[src/rtl/pipelined_adder_pkg.sv]
// Shared constants for the pipelined add/subtract unit: default widths, mode encodings and
// saturation bounds used when PIPELINED_ADDER_SAT_EN is defined.
package pipelined_adder_pkg;

  localparam int unsigned DEFAULT_DATA_WIDTH  = 32;
  localparam int unsigned DEFAULT_CHUNK_WIDTH = 8;

  // Encodings for the sub input.
  localparam logic OP_ADD = 1'b0;
  localparam logic OP_SUB = 1'b1;

  // Saturation helpers return a wide value; callers keep the low `width` bits.
  localparam int unsigned SAT_FN_WIDTH = 128;

  // Largest signed value of the given width: 0x7F..F.
  function automatic logic [SAT_FN_WIDTH-1:0] sat_max(input int unsigned width);
    logic [SAT_FN_WIDTH-1:0] one;
    one = SAT_FN_WIDTH'(1);
    return (one << (width - 1)) - one;
  endfunction

  // Smallest signed value of the given width: 0x80..0.
  function automatic logic [SAT_FN_WIDTH-1:0] sat_min(input int unsigned width);
    logic [SAT_FN_WIDTH-1:0] one;
    one = SAT_FN_WIDTH'(1);
    return one << (width - 1);
  endfunction

endpackage

[src/rtl/chunk_adder_stage.sv]
// One combinational ripple slice of the pipelined adder: {c_out, sum} = a + b + c_in.
module chunk_adder_stage #(
  parameter int unsigned CHUNK_WIDTH = 8
) (
  input  logic [CHUNK_WIDTH-1:0] a,
  input  logic [CHUNK_WIDTH-1:0] b,
  input  logic                   c_in,
  output logic [CHUNK_WIDTH-1:0] sum,
  output logic                   c_out
);

  // Widen by one bit so the carry-out falls out of the addition.
  always_comb begin
    {c_out, sum} = {1'b0, a} + {1'b0, b} + {{CHUNK_WIDTH{1'b0}}, c_in};
  end

endmodule

[src/rtl/pipelined_adder.sv]
// Pipelined add/subtract unit. A DATA_WIDTH-bit ripple add is cut into CHUNK_WIDTH slices, one
// slice per register stage, under a single global stall (adv) driven by the output handshake.
// Each stage register carries a mixed word: finished sum chunks below, untouched A chunks above,
// plus the remaining B' operand, the running carry and the operand sign bits.
// Optional build macro PIPELINED_ADDER_SAT_EN: saturate on signed overflow and sign-extend the
// result into its top bit.
module pipelined_adder
  import pipelined_adder_pkg::*;
#(
  parameter int unsigned DATA_WIDTH  = DEFAULT_DATA_WIDTH,
  parameter int unsigned CHUNK_WIDTH = DEFAULT_CHUNK_WIDTH
) (
  input  logic                  clk,
  input  logic                  rst,
  input  logic                  in_valid,
  output logic                  in_ready,
  input  logic [DATA_WIDTH-1:0] data1,
  input  logic [DATA_WIDTH-1:0] data2,
  input  logic                  sub,
  output logic                  out_valid,
  input  logic                  out_ready,
  output logic [DATA_WIDTH:0]   result,
  output logic                  overflow
);

  localparam int unsigned STAGES = DATA_WIDTH / CHUNK_WIDTH;
  localparam int unsigned LAST   = STAGES - 1;

  logic                  valid_q [STAGES];
  logic                  valid_d [STAGES];
  logic                  carry_q [STAGES];
  logic                  carry_d [STAGES];
  logic [DATA_WIDTH-1:0] acc_q   [STAGES];
  logic [DATA_WIDTH-1:0] acc_d   [STAGES];
  logic [DATA_WIDTH-1:0] bm_q    [STAGES];
  logic [DATA_WIDTH-1:0] bm_d    [STAGES];
  logic                  a_msb_q [STAGES];
  logic                  a_msb_d [STAGES];
  logic                  b_msb_q [STAGES];
  logic                  b_msb_d [STAGES];
  logic                  overflow_q;
  logic                  overflow_d;

  logic                  adv;
  logic [DATA_WIDTH-1:0] b_mod;

  // Whole pipe moves together; a stalled output freezes every stage.
  assign adv      = !valid_q[LAST] || out_ready;
  assign in_ready = adv;
  assign b_mod    = (sub == OP_SUB) ? ~data2 : data2;

  for (genvar k = 0; k < STAGES; k++) begin : g_stage
    logic [DATA_WIDTH-1:0]  acc_in;
    logic [DATA_WIDTH-1:0]  bm_in;
    logic                   carry_in;
    logic                   a_msb_in;
    logic                   b_msb_in;
    logic                   valid_in;
    logic [CHUNK_WIDTH-1:0] chunk_sum;
    logic                   chunk_cout;
    logic [DATA_WIDTH-1:0]  acc_next;

    if (k == 0) begin : g_src_port
      assign acc_in   = data1;
      assign bm_in    = b_mod;
      assign carry_in = sub;  // +1 completes the two's-complement negate of B
      assign a_msb_in = data1[DATA_WIDTH-1];
      assign b_msb_in = b_mod[DATA_WIDTH-1];
      assign valid_in = in_valid;
    end else begin : g_src_stage
      assign acc_in   = acc_q[k-1];
      assign bm_in    = bm_q[k-1];
      assign carry_in = carry_q[k-1];
      assign a_msb_in = a_msb_q[k-1];
      assign b_msb_in = b_msb_q[k-1];
      assign valid_in = valid_q[k-1];
    end

    chunk_adder_stage #(
      .CHUNK_WIDTH(CHUNK_WIDTH)
    ) u_chunk (
      .a    (acc_in[k*CHUNK_WIDTH +: CHUNK_WIDTH]),
      .b    (bm_in[k*CHUNK_WIDTH +: CHUNK_WIDTH]),
      .c_in (carry_in),
      .sum  (chunk_sum),
      .c_out(chunk_cout)
    );

    // Replace A's chunk k with its sum; lower chunks are already sums, upper still A.
    always_comb begin
      acc_next = acc_in;
      acc_next[k*CHUNK_WIDTH +: CHUNK_WIDTH] = chunk_sum;
    end

    assign bm_d[k]    = bm_in;
    assign a_msb_d[k] = a_msb_in;
    assign b_msb_d[k] = b_msb_in;
    assign valid_d[k] = valid_in;

    if (k == LAST) begin : g_last
      logic ovf;
      assign ovf        = (a_msb_in == b_msb_in) && (acc_next[DATA_WIDTH-1] != a_msb_in);
      assign overflow_d = ovf;
`ifdef PIPELINED_ADDER_SAT_EN
      logic [SAT_FN_WIDTH-1:0] max_w;
      logic [SAT_FN_WIDTH-1:0] min_w;
      logic [DATA_WIDTH-1:0]   sat_val;
      logic [DATA_WIDTH-1:0]   final_sum;
      assign max_w     = sat_max(DATA_WIDTH);
      assign min_w     = sat_min(DATA_WIDTH);
      assign sat_val   = a_msb_in ? min_w[DATA_WIDTH-1:0] : max_w[DATA_WIDTH-1:0];
      assign final_sum = ovf ? sat_val : acc_next;
      assign acc_d[k]   = final_sum;
      assign carry_d[k] = final_sum[DATA_WIDTH-1];
`else
      assign acc_d[k]   = acc_next;
      assign carry_d[k] = chunk_cout;
`endif
    end else begin : g_mid
      assign acc_d[k]   = acc_next;
      assign carry_d[k] = chunk_cout;
    end
  end

  // Stage registers: clear on reset, otherwise shift by one stage whenever adv is high.
  always_ff @(posedge clk) begin
    if (rst) begin
      for (int k = 0; k < STAGES; k++) begin
        valid_q[k] <= 1'b0;
        carry_q[k] <= 1'b0;
        acc_q[k]   <= '0;
        bm_q[k]    <= '0;
        a_msb_q[k] <= 1'b0;
        b_msb_q[k] <= 1'b0;
      end
      overflow_q <= 1'b0;
    end else if (adv) begin
      for (int k = 0; k < STAGES; k++) begin
        valid_q[k] <= valid_d[k];
        carry_q[k] <= carry_d[k];
        acc_q[k]   <= acc_d[k];
        bm_q[k]    <= bm_d[k];
        a_msb_q[k] <= a_msb_d[k];
        b_msb_q[k] <= b_msb_d[k];
      end
      overflow_q <= overflow_d;
    end
  end

  assign out_valid = valid_q[LAST];
  assign result    = {carry_q[LAST], acc_q[LAST]};
  assign overflow  = overflow_q;

endmodule

[config.mk]
export PLATFORM = sky130hd
export DESIGN_NAME = pipelined_adder
export DESIGN_NICKNAME = d
export VERILOG_FILES = /design/src/rtl/pipelined_adder_pkg.sv /design/src/rtl/chunk_adder_stage.sv /design/src/rtl/pipelined_adder.sv
export SDC_FILE = /design/constraint.sdc
export NUM_CORES = 1
export LEC_CHECK = 0
export CELL_PAD_IN_SITES_DETAIL_PLACEMENT = 0
export CELL_PAD_IN_SITES_GLOBAL_PLACEMENT = 1
export CORE_ASPECT_RATIO = 1.75
export CORE_MARGIN = 3
export CORE_UTILIZATION = 45
export CTS_CLUSTER_DIAMETER = 50
export DETAILED_ROUTE_END_ITERATION = 16
export GPL_TIMING_DRIVEN = 1
export HOLD_SLACK_MARGIN = 0.15
export PLACE_DENSITY_LB_ADDON = 0.1
export SLEW_MARGIN = 20
export SYNTH_ARGS = -nofsm -noshare
export SYNTH_HDL_FRONTEND = slang
export SYNTH_HIERARCHICAL = 1
export SYNTH_SLANG_ARGS = --single-unit
export TNS_END_PERCENT = 30
[constraint.sdc]
create_clock -name clk -period 9.7 [get_ports clk]
set_input_delay 1.455 -clock clk [delete_from_list [all_inputs] [get_ports clk]]
set_output_delay 1.455 -clock clk [all_outputs]
set_load 0.01 [all_outputs]
==> summary.txt, run 1 <==
vias: 5177
Final Skew: 0.00904 ns
# diodes: 0
maximum operating frequency: 212 MHz
GP Congestion: 0.753
routed wire length: 17.4 mm
R2R cell count: 4
H-tree Lvls: 4
Static Leak: 4.28 nW
CTS tree: done
HPWL Detailed: 11.2 mm
IO buf count: 104
worst rel slew slack: 0.299
num ports: 105
cell family with the largest share of critical-path delay: buffers and inverters
Setup crit end: in_ready
EDFF count, synth: 184
fin crit share: 0.486
first-pass GRT wire length: 27.8 mm
Syn Inst Count: 618
RSZ-0062 raised after global routing: no
Setup Viol. Count Final: 0
share of layout cells above drive strength 1: 0.270
Core Box Area: 20900 um2
routed len/inst: 18.0 um
reg-to-reg slack, setup: 7.09 ns
die area: 23100 um2
Die W: 116 um
vias per cell: 5.36
Critical path origin: out_ready
Seq cells post-synth: 185
WP data required: 8.25 ns
post-CTS sizing: 0
hold_buf cts: 0
largest net degree at the start of global routing: 88
Post-DRT Antenna Nets: 0
postcts setup bufs: 0
Hold Fails Final Rpt: 0
Syn. warnings: 6
final cell count without fillers: 966
register area share after synthesis: 0.579
Slew @ Worst Pin: 1.05 ns
status: finished clean
CP max stage cell: buf_4
Syn Nets: 723
vias in the first global route: 5352
clk root buf: clkbuf_16
max_cap viols: 0
Buf/Inv on CP: 4
RR Startpoint: valid_q[3]$_DFFE_PP_
CP Max Fanout: 55
Congestion Overflow GR: 0
Max VDD drop: 0.107 mV
Critical Path End Type: primary output
clk slew on worst S/H paths: 0.06 ns
Initial DRT Pass Iterations: 4
area post-placement: 10700 um2
Final nets: 806
Initial DRC Count: 248
CTS Buf Count: 17
Placed Cells: 934
WP data arrival: 3.26 ns
worst min path class: reg -> reg
Post-route DRC: 0
Worst Setup Slack, final: 4.99 ns
r2r endpoint: bm_q[0][29]$_SDFFCE_PN0P_
std cell rows: 70
Clock Sinks: 185
fin util: 0.538
WP depth: 5
Worst setup SP type: primary input
crit path cell chain: clkdlybuf4s50_1, nor2b_4, buf_4, inv_2, clkdlybuf4s50_1
Synth Cell Area: 9580 um2
Avg Cell Area, Syn: 15.5 um2
fin area: 11300 um2
DP Worst Slack: 4.96 ns
Setup TNS: 0 ns
Pwr Density: 170 nW/um2
most used cell, CP: clkdlybuf4s50_1
initial antenna violation count: 0
distinct cell type count of the synthesized netlist: 46
Period minus WS final: 4.71 ns
Initial Utilization: 0.458
total track usage: 0.158
main flop type after synthesis: edfxtp_1
Crit path largest cell delay: 0.63 ns
Area Growth Syn to Fin: 17.6%
clock latency on the worst-skew pair: 0.43 ns
CTS Buffer Depth: 2
Max Slew Vio Count: 0
die height: 199 um
async set or reset register ratio after synthesis: 0
Setup CP Type: in -> out
## worst min path at each step
stage / depth (start not counted) / startpoint / slack (ns) / end
after floorplan: 1 / a_msb_q[0][0]$_SDFFCE_PN0P_ / 0.54 / a_msb_q[0][1]$_SDFFCE_PN0P_
after global placement: 1 / acc_q[0][1]$_SDFFCE_PN0P_ / 0.54 / acc_q[1][1]$_SDFFCE_PN0P_
after detailed placement: 1 / bm_q[0][59]$_SDFFCE_PN0P_ / 0.55 / bm_q[0][91]$_SDFFCE_PN0P_
after CTS: 1 / acc_q[0][3]$_SDFFCE_PN0P_ / 0.57 / acc_q[1][3]$_SDFFCE_PN0P_
after global routing: 1 / acc_q[0][22]$_SDFFCE_PN0P_ / 0.58 / acc_q[1][22]$_SDFFCE_PN0P_
final: 1 / acc_q[0][26]$_SDFFCE_PN0P_ / 0.56 / acc_q[1][26]$_SDFFCE_PN0P_
## kinds of logic (layout without fill, tap and decap cells)
kind of cell             Yosys count  in the layout  synth area share
AO/OA/AOI/OAI                     53             53            0.0406
XOR/XNOR                          50             50            0.0457
adder cells (fa/ha/maj)           36             36            0.0533
buffers and inverters             63            159            0.0424
flip-flops                       185            185             0.579
multiplexers                       1              1           0.00104
AND/OR/NAND/NOR                  230            230             0.238
## per-stage QoR
stage	hold slack, ns	total power (W)
final	0.565	0.00192
after global routing	0.583	0.00200
after CTS	0.569	0.00194
after detailed placement	0.548	0.00122
after global placement	0.544	0.00122
after floorplan	0.537	0.00114
## layout make-up
class                      count  area [um2]
clock buffer                  24         492
clock inverter                 8         118
fill                        1750        9660
inverter                      16        60.1
multi-input combinational    370        3640
sequential                   185        5550
tap                          252         315
timing repair buffer         111        1100
## power breakdown
group / internal, W / leakage (nW) / total [W] / switching (W)
Clock: 0.000431 / 0.300 / 0.000719 / 0.000288
Sequential: 0.000945 / 2.19 / 0.000962 / 0.0000169
Combinational: 0.000132 / 1.79 / 0.000239 / 0.000107
Total: 0.00151 / 4.28 / 0.00192 / 0.000411
## placed cells by master, fill, tap and decap left out, types with 5 or more instances in the layout
master	n
a21o_1	6
a21oi_1	16
a311o_1	6
buf_4	6
clkbuf_16	17
clkbuf_8	5
clkdlybuf4s50_1	102
edfxtp_1	184
fa_1	8
ha_1	28
inv_1	12
nand2_1	9
nand3_1	6
nor2b_1	5
nor3_1	8
nor3_2	20
nor3b_1	41
nor3b_2	120
xnor2_1	35
xor2_1	15
## cells in the mapped netlist (all sizes together) (7+ instances only)
master  number  area (um2)
edfxtp     184        5530
nor3b      161        1810
buf         42         324
xnor2       35         307
ha          28         350
nor3        28         240
a21oi       19         106
inv         16        60.1
xor2        15         131
nand2        9        33.8
fa           8         160
nor2b        7        51.3
## registers in the layout, indices dropped and copies added, names as in the netlist
register and cells:
carry_q 4, valid_q 4, b_msb_q 1, overflow 1
bm_q 47, a_msb_q 3, acc_q 125
## layer usage
layer / GRT usage / wire length [um] / share of wire
met1: 0.180 / 6700 / 0.39
met2: 0.282 / 9830 / 0.57
met3: 0.0320 / 486 / 0.028
met4: 0.0645 / 345 / 0.020
met5: 0 / 0 / 0
Power figures use the tool's default switching activity.
==> run 2: changes to the inputs <==
Clock period 9.7 ns to 4.4 ns, I/O delays scaled along.
==> summary.txt, run 2 (same netlist as run 1, synthesis figures left out) <==
status: finished clean
Core Box Area: 20900 um2
# diodes: 0
Hold Fails Final Rpt: 0
num ports: 105
post-CTS sizing: 0
Pwr Density: 367 nW/um2
vias in the first global route: 5389
std cell rows: 70
Initial DRC Count: 273
CP Max Fanout: 2
fin crit share: 0.594
Final Skew: 0.00643 ns
fin area: 11200 um2
register bank with the most flops: acc_q
vias per cell: 5.32
routed wire length: 17.1 mm
max_cap viols: 0
clk slew on worst S/H paths: 0.07 ns
WHS: 0.562 ns
Clock Sinks: 185
hold_buf cts: 0
Critical Path End Type: flip-flop
WP data arrival: 2.77 ns
RSZ-0062 raised after global routing: no
Die W: 116 um
CTS tree: done
largest net degree at the start of global routing: 134
Largest regs: acc_q (125), bm_q (47)
Period minus WS final: 2.62 ns
commonest non-fill, non-tap cell in the layout: edfxtp_1
DP Worst Slack: 1.29 ns
commonest cells after routing, fill and taps aside: edfxtp_1 (184), nor3b_2 (120), clkdlybuf4s50_1 (102)
Worst setup SP type: primary input
HPWL Detailed: 11.1 mm
Static Leak: 4.25 nW
worst min path class: reg -> reg
CTS Buf Count: 17
maximum operating frequency: 382 MHz
Slew @ Worst Pin: 1.05 ns
CTS Buffer Depth: 2
Setup Viol. Count Final: 0
Worst Setup Slack, final: 1.78 ns
WP data required: 4.55 ns
Layout fillers: 1772
clock latency on the worst-skew pair: 0.44 ns
die height: 199 um
R2R cell count: 8
H-tree Lvls: 4
fin util: 0.537
Post-DRT Antenna Nets: 0
share of layout cells above drive strength 1: 0.273
Setup TNS: 0 ns
total track usage: 0.158
initial antenna violation count: 0
first-pass GRT wire length: 27.9 mm
clk root buf: clkbuf_16
die area: 23100 um2
Initial Utilization: 0.458
vias: 5136
Max VDD drop: 0.247 mV
Setup CP Type: in -> reg
area post-placement: 10700 um2
Congestion Overflow GR: 0
Post-route DRC: 0
number of flip-flops in the largest register: 125
Area Growth Syn to Fin: 17.4%
Max Slew Vio Count: 0
worst rel slew slack: 0.299
Final nets: 806
Initial DRT Pass Iterations: 4
GP Congestion: 0.767
routed len/inst: 17.7 um
IO buf count: 104
postcts setup bufs: 0
Cells on Worst Hold Path: 1
==> run 2: cell count changes in the layout (fill, tap and decap cells not counted), sizes merged <==
cell      previous run  this run
clkinvlp             1         3
inv                 16        23
clkbuf              25        18
bufinv               3         1
==> run 2: path summary, 6_finish.rpt <==
path,start,end,slack [ns]
min reg2reg,acc_q[1][7]$_SDFFCE_PN0P_,acc_q[2][7]$_SDFFCE_PN0P_,0.56
max,data2[0],carry_q[0]$_SDFFCE_PN0P_,1.78
min,acc_q[1][7]$_SDFFCE_PN0P_,acc_q[2][7]$_SDFFCE_PN0P_,0.56
max reg2reg,acc_q[2][24]$_SDFFCE_PN0P_,overflow$_SDFFE_PP0P_,1.81
==> run 2: area by class of cell <==
cell class              count  area [um2]  share of cell area
multi-input cells         370        3640               0.324
repair buffers            111        1120              0.0993
well taps                 252         315              0.0280
inverters                  16        60.1             0.00534
clock buffers              17         425              0.0378
clock inverters            15         140              0.0125
flip-flops and latches    185        5550               0.493
==> run 2: critical path, cell delays in order <==
cell,delay [ns]
clkdlybuf4s50_1,0.41
xor2_1,0.16
fa_1,0.48
fa_1,0.42
a21oi_1,0.22
o21a_1,0.18
o21ai_0,0.09
nor3b_1,0.14
==> run 2: through the flow <==
stage | total power, W | std cells
detailed placement | 0.00270 | 934
CTS | 0.00418 | 966
global route | 0.00431 | 966
finish | 0.00413 | 966
global placement | 0.00268 | 934
floorplan | 0.00251 | 618
==> run 2: metal layers <==
metal / wire, um / vias up / GRT usage
met2: 9600 / 94 / 0.279
met1: 6440 / 2528 / 0.181
li1: - / 2492 / -
met4: 526 / 0 / 0.0714
met3: 547 / 22 / 0.0329
met5: 0 / - / 0
==> run 2: where the power goes <==
group          internal [W]  leakage, nW  switching [W]
logic              0.000291         1.79       0.000237
clock network      0.000790        0.269       0.000687
registers           0.00208         2.19      0.0000379
total               0.00316         4.25       0.000961
